File: config.mk
export PLATFORM = sky130hd
export DESIGN_NAME = tac_pulse_encoder
export DESIGN_NICKNAME = d
export VERILOG_FILES = /design/src/rtl/tac_pkg.sv /design/src/rtl/tac_rate_acc.sv /design/src/rtl/tac_pulse_encoder.sv
export SDC_FILE = /design/constraint.sdc
export NUM_CORES = 1
export LEC_CHECK = 0
export ABC_AREA = 1
export ABC_CLOCK_PERIOD_IN_PS = 2600
export CORE_UTILIZATION = 51
export CTS_CLUSTER_DIAMETER = 30
export DETAILED_ROUTE_END_ITERATION = 16
export PLACE_DENSITY_LB_ADDON = 0.3
export SLEW_MARGIN = 20
export SYNTH_ARGS = -nofsm -noshare
export SYNTH_HDL_FRONTEND = slang
export SYNTH_HIERARCHICAL = 1
export SYNTH_SLANG_ARGS = --single-unit
File: constraint.sdc
create_clock -name clk -period 2.6 [get_ports clk]
set_clock_uncertainty 0.05 [all_clocks]
set_input_delay 0.26 -clock clk [delete_from_list [all_inputs] [get_ports clk]]
set_output_delay 0.26 -clock clk [all_outputs]
set_load 0.02 [all_outputs]
File: src/rtl/tac_pkg.sv
// Shared definitions for the time-accumulating pulse encoder and the neuron-side blocks.
//   - TAC_DATA_W_DEF : default magnitude width
//   - tac_win()      : accumulation window length for a given magnitude width
//   - tac_state_e    : encoder control states
//   - TAC_THERMO / TAC_SPREAD : coding mode selectors
package tac_pkg;

    localparam int TAC_DATA_W_DEF = 8;

    // Coding modes
    localparam int TAC_THERMO = 0;
    localparam int TAC_SPREAD = 1;

    typedef enum logic {
        IDLE = 1'b0,
        RUN  = 1'b1
    } tac_state_e;

    // Window length: one cycle per representable magnitude step, 2^w - 1
    function automatic int unsigned tac_win(input int unsigned w);
        return (32'd1 << w) - 32'd1;
    endfunction

endpackage

File: src/rtl/tac_rate_acc.sv
// Modulo-WIN rate accumulator used for evenly spread pulse coding.
// Each step adds N; whenever the sum reaches WIN a pulse is emitted and WIN is
// subtracted. Over WIN steps this yields exactly N pulses and returns to zero.
// Ports:
//   clk, rst   : clock, asynchronous active-high reset
//   i_clear    : start of a new window; step is taken from an accumulator of 0
//   i_enable   : take one step from the current accumulator value
//   i_n        : magnitude N applied to this step
//   o_pulse    : combinational pulse decision for this step (caller registers it)
module tac_rate_acc
    import tac_pkg::*;
#(
    parameter int DATA_W = TAC_DATA_W_DEF
) (
    input  logic              clk,
    input  logic              rst,
    input  logic              i_clear,
    input  logic              i_enable,
    input  logic [DATA_W-1:0] i_n,
    output logic              o_pulse
);

    localparam logic [DATA_W:0]   WIN_X = (DATA_W+1)'(tac_win(DATA_W));
    localparam logic [DATA_W-1:0] WIN_D = DATA_W'(tac_win(DATA_W));

    logic [DATA_W-1:0] r_acc;
    logic [DATA_W-1:0] w_base;
    logic [DATA_W:0]   w_sum;
    logic [DATA_W-1:0] w_acc_nxt;

    // Step arithmetic: sum, pulse decision and wrapped next accumulator value
    always_comb begin
        w_base    = r_acc;
        w_sum     = {1'b0, r_acc} + {1'b0, i_n};
        o_pulse   = 1'b0;
        w_acc_nxt = r_acc;
        if (i_clear) begin
            w_base = {DATA_W{1'b0}};
        end else begin
            w_base = r_acc;
        end
        w_sum   = {1'b0, w_base} + {1'b0, i_n};
        o_pulse = (w_sum >= WIN_X);
        // The wrapped result is always below WIN, so DATA_W-bit modular math is exact
        if (o_pulse) begin
            w_acc_nxt = w_base + i_n - WIN_D;
        end else begin
            w_acc_nxt = w_base + i_n;
        end
    end

    // Accumulator register, advanced only on a window start or an in-window step
    always_ff @(posedge clk or posedge rst) begin
        if (rst) begin
            r_acc <= {DATA_W{1'b0}};
        end else if (i_clear || i_enable) begin
            r_acc <= w_acc_nxt;
        end else begin
            r_acc <= r_acc;
        end
    end

endmodule

File: src/rtl/tac_pulse_encoder.sv
// Converts a signed-magnitude activation word into a pulse train lasting one
// accumulation window of WIN = 2^DATA_W - 1 cycles, for a time-accumulating neuron.
// Ports:
//   clk, rst    : clock, asynchronous active-high reset
//   din         : magnitude N (0..WIN), captured on handshake
//   din_sign    : sign (1 = negative), captured on handshake
//   din_valid   : din/din_sign valid
//   din_ready   : word accepted this cycle when valid (combinational)
//   tac_out     : pulse stream (N pulses per window)
//   sign_out    : captured sign for the whole window, 0 when idle
//   frame_start : window cycle 0
//   frame_done  : window cycle WIN-1
//   busy        : window in progress
// Parameters: DATA_W magnitude width; SPREAD selects thermometer (0) or rate-spread (1).
module tac_pulse_encoder
    import tac_pkg::*;
#(
    parameter int DATA_W = TAC_DATA_W_DEF,
    parameter int SPREAD = TAC_THERMO
) (
    input  logic              clk,
    input  logic              rst,
    input  logic [DATA_W-1:0] din,
    input  logic              din_sign,
    input  logic              din_valid,
    output logic              din_ready,
    output logic              tac_out,
    output logic              sign_out,
    output logic              frame_start,
    output logic              frame_done,
    output logic              busy
);

    localparam logic [DATA_W-1:0] LAST_IDX = DATA_W'(tac_win(DATA_W) - 32'd1);
    localparam logic [DATA_W-1:0] IDX_ONE  = {{(DATA_W-1){1'b0}}, 1'b1};

    tac_state_e        r_state;
    tac_state_e        w_state_nxt;
    logic [DATA_W-1:0] r_idx;
    logic [DATA_W-1:0] w_idx_nxt;
    logic [DATA_W-1:0] r_n;
    logic [DATA_W-1:0] w_n_nxt;
    logic              r_sign;
    logic              w_sign_nxt;

    logic              r_tac;
    logic              r_sign_out;
    logic              r_frame_start;
    logic              r_frame_done;
    logic              r_busy;

    logic              w_last;
    logic              w_accept;
    logic              w_run_nxt;
    logic              w_mode_pulse;

    // Last window cycle is the only point inside RUN where a new word may enter
    assign w_last    = (r_state == RUN) && (r_idx == LAST_IDX);
    assign din_ready = (r_state == IDLE) || w_last;
    assign w_accept  = din_valid && din_ready;

    // Next-state and next-index logic; a handshake always restarts the window at 0
    always_comb begin
        w_state_nxt = r_state;
        w_idx_nxt   = r_idx;
        w_n_nxt     = r_n;
        w_sign_nxt  = r_sign;
        case (r_state)
            IDLE: begin
                if (w_accept) begin
                    w_state_nxt = RUN;
                    w_idx_nxt   = {DATA_W{1'b0}};
                    w_n_nxt     = din;
                    w_sign_nxt  = din_sign;
                end else begin
                    w_idx_nxt   = {DATA_W{1'b0}};
                end
            end
            RUN: begin
                if (w_accept) begin
                    w_state_nxt = RUN;
                    w_idx_nxt   = {DATA_W{1'b0}};
                    w_n_nxt     = din;
                    w_sign_nxt  = din_sign;
                end else if (w_last) begin
                    w_state_nxt = IDLE;
                    w_idx_nxt   = {DATA_W{1'b0}};
                end else begin
                    w_idx_nxt   = r_idx + IDX_ONE;
                end
            end
            default: begin
                w_state_nxt = IDLE;
                w_idx_nxt   = {DATA_W{1'b0}};
            end
        endcase
    end

    assign w_run_nxt = (w_state_nxt == RUN);

    // Pulse decision for the window cycle about to be presented
    generate
        if (SPREAD == TAC_SPREAD) begin : g_spread
            logic w_acc_enable;
            assign w_acc_enable = (r_state == RUN) && !w_last;
            tac_rate_acc #(
                .DATA_W (DATA_W)
            ) u_rate_acc (
                .clk      (clk),
                .rst      (rst),
                .i_clear  (w_accept),
                .i_enable (w_acc_enable),
                .i_n      (w_n_nxt),
                .o_pulse  (w_mode_pulse)
            );
        end else begin : g_thermo
            assign w_mode_pulse = (w_idx_nxt < w_n_nxt);
        end
    endgenerate

    // Control state register
    always_ff @(posedge clk or posedge rst) begin
        if (rst) begin
            r_state <= IDLE;
            r_idx   <= {DATA_W{1'b0}};
            r_n     <= {DATA_W{1'b0}};
            r_sign  <= 1'b0;
        end else begin
            r_state <= w_state_nxt;
            r_idx   <= w_idx_nxt;
            r_n     <= w_n_nxt;
            r_sign  <= w_sign_nxt;
        end
    end

    // Registered outputs, computed from the next window position
    always_ff @(posedge clk or posedge rst) begin
        if (rst) begin
            r_tac         <= 1'b0;
            r_sign_out    <= 1'b0;
            r_frame_start <= 1'b0;
            r_frame_done  <= 1'b0;
            r_busy        <= 1'b0;
        end else begin
            r_tac         <= w_run_nxt && w_mode_pulse;
            r_sign_out    <= w_run_nxt && w_sign_nxt;
            r_frame_start <= w_accept;
            r_frame_done  <= w_run_nxt && (w_idx_nxt == LAST_IDX);
            r_busy        <= w_run_nxt;
        end
    end

    assign tac_out     = r_tac;
    assign sign_out    = r_sign_out;
    assign frame_start = r_frame_start;
    assign frame_done  = r_frame_done;
    assign busy        = r_busy;

endmodule

==> run metrics <==
post-route ant nets 0; DR pass1 iterations 4; worst setup slack after layout between 150 and 200 ps; Num CTS Buffers 3; DP HPWL between 1500 and 2000 microns; Post-CTS Resized 0; DRC 0; synth unique cells 26; Synth Area in XOR/XNOR under 10%; post-synthesis adder-cell area fraction 10.1%; FP Rows 16; later-pin clock latency in the skew report between 300 and 400 ps; sequential share of power about two fifths; CTS sink cnt 22; #FFs+latches synth 22; part of the power in combinational logic between 30% and 40%; Hold/Removal Path Class in -> async; cell accounting for the most synthesized area dfrtp_1; CP Max Fanout 10; Hold Fails Final Rpt 0; top-count cell post-synth dfrtp_1; clock buffer depth 2; Commonest cells post-synth 22 x dfrtp_1, 20 x inv_1, 14 x nand2_1; vias about 820; die width around 50 microns; H-tree levels 1; CTS tree built; Area growth, synth to finish 22.8%; GPL Wtd Cong between 0.7 and 0.8; Boundary Pins 18; IO Port Bufs 17; outcome complete, no violations; Pint around 0.77 mW; Syn Nets 141; root buffer cell clkbuf_4; Final setup viols 0; Setup crit end kind primary output; die height slightly below 50 microns; Layout Utilization about two thirds; Final #Nets about 160; full die area around 2400 sq um; Critical Path RT 2290 ps; Post-Syn Area per Cell just over 9 sq um; Leak 0.707 nW; Setup CP Type reg -> out; cells after synthesis 120; antenna violations before repair 0; number of DRC markers in iteration 0 13; global route total overflow 0; top cells by area, synth dfrtp_1 50%, ha_1 10%, inv_1 6.8%; power per cell area a little under 900 nW/um^2; Clock power frac 22.0%; setup bufs post-CTS 0; Seq/Total Area, Yosys about half; CORE AREA 2000 sq um; Worst Path Arrival 2100 ps; fmax around 420 MHz; Power, Total approximately 1.2 mW; final worst-path cycle share roughly 90%; hold_buf cts 0; setup_tns 0 ps; IR drop worst, VDD approximately 0.00055 V; Top FF cell, synth dfrtp_1; Wirelength per Cell 12.7 microns; Worst Setup Start Kind flip-flop; Synth Cell Area approximately 1100 sq um; area share of the largest cell type after synthesis 49.6%; slew margin rel. 45.3%; compound-cell area share of the yosys netlist approximately 7.4%; antenna cells 0; Starting Density a little under three fifths; Final Critical Period between 2000 and 2500 ps; Psw about 0.42 mW; dpl ws 284 ps; global-route usage over all layers between 20% and 30%; vias in the first global route 860; actual slew at the worst max-slew pin about 820 ps; post-synthesis mux area share 0%; Async SR Flop Fraction 100%; Sw Ratio about a third; Synth warnings 6; Max Cap Viol 0; vias per cell a little under 5; WL final 2130 microns; CTS clk-pin slew, worst paths about 130 ps; Synth Area in Simple Gates a little over a fifth; FF-to-FF Start r_idx[0]; combinational family with the most area after synthesis simple AND/OR/NAND/NOR gates; beginning of the critical path r_idx[0]; RSZ-0062 raised after global routing false; largest net degree at the start of global routing 23; pins over their slew limit 0; first-pass GRT wire length ~3700 microns; share of cells above drive strength 1 13.5%; EDFF count, synth 0
-- critical path, stage by stage (launching register included) --
cell             delay (ps)
dfrtp_1                 420
inv_1                   140
ha_1                    170
inv_1                    40
nor2_1                   90
nand2_1                  70
nand2_2                  70
buf_4                   180
clkdlybuf4s50_1         610
-- power by group through the flow --
stage | Clock (mW) | Sequential [mW] | Combinational (mW)
final | 0.262 | 0.476 | 0.454
after global routing | 0.279 | 0.488 | 0.521
after CTS | 0.266 | 0.477 | 0.456
after detailed placement | 0 | 0.484 | 0.448
after global placement | 0 | 0.480 | 0.421
after floorplan | 0 | 0.482 | 0.322
-- stage by stage --
stage	hold slack [ps]	instances	cell area [sq um]
after floorplan	199	120	1110
after global placement	510	164	1310
after detailed placement	517	164	1310
after CTS	372	168	1360
after global routing	429	168	1360
final	344	168	1360
-- cell type report --
class                   count  area (sq um)
inverters                  22          85.1
fillers                   163           639
clock buffers               3          22.5
repair buffers             18           178
clock inverters             1          30.0
well taps                  27          33.8
multi-input cells          75           463
flip-flops and latches     22           551
-- registers in the layout, indices dropped and copies added (netlist names) --
| signal | count |
|---|---|
| r_sign | 1 |
| frame_done | 1 |
| busy | 1 |
| sign_out | 1 |
| tac_out | 1 |
| frame_start | 1 |
| r_n | 8 |
| r_idx | 8 |
-- final timing paths --
| kind | end | slack (ps) | cells after the start |
|---|---|---|---|
| worst max register to register | tac_out | 260 | 14 |
| worst max-delay path | din_ready | 190 | 8 |
| min in group clk | r_n[7] | 530 | 3 |
| max in group asynchronous | r_idx[1] | 1640 | 2 |
| worst min register to register | r_n[4] | 550 | 3 |
| worst min-delay path | r_n[4] | 340 | 2 |
-- cell usage in the layout (no fill, tap or decap) --
| master | synthesis | routed |
|---|---|---|
| nand3_1 | 3 | 3 |
| xor2_1 | 3 | 3 |
| o21ai_1 | 3 | 3 |
| a21oi_1 | 4 | 4 |
| nor2_1 | 12 | 12 |
| inv_2 | 1 | 1 |
| inv_1 | 20 | 20 |
| o211ai_1 | 1 | 1 |
| and2_1 | 1 | 1 |
| nand3_2 | 1 | 1 |
| clkdlybuf4s50_1 | 0 | 17 |
| o21ai_0 | 5 | 5 |
| inv_4 | 1 | 1 |
| bufinv_16 | 0 | 1 |
| a21oi_2 | 1 | 1 |
| buf_4 | 0 | 1 |
| nand2_4 | 1 | 1 |
| dfrtp_1 | 22 | 22 |
| clkbuf_4 | 0 | 3 |
| nor3_1 | 2 | 2 |
| ha_1 | 9 | 9 |
| nand2_2 | 3 | 3 |
| a31oi_1 | 1 | 1 |
| or2_2 | 6 | 6 |
| nand4_1 | 1 | 1 |
| nor3b_1 | 1 | 1 |
| nand2_1 | 14 | 14 |
| or2_0 | 2 | 2 |
| xnor2_1 | 1 | 1 |
-- kinds of logic (layout without fill, tap and decap cells) --
logic type      after synthesis  count (layout)
compound gates               15              15
buf+inv                      23              44
fa+ha+maj                     9               9
simple gates                 47              47
xor+xnor                      4               4
flops                        22              22
-- routing by layer --
metal	up-vias	part of all wire (%)	track usage (%)
li1	418	-	-
met1	387	44	24.1
met2	12	52	37.7
met3	4	2.5	4.09
met4	0	0.89	5.88
met5	-	0	0
Power figures use the tool's default switching activity.
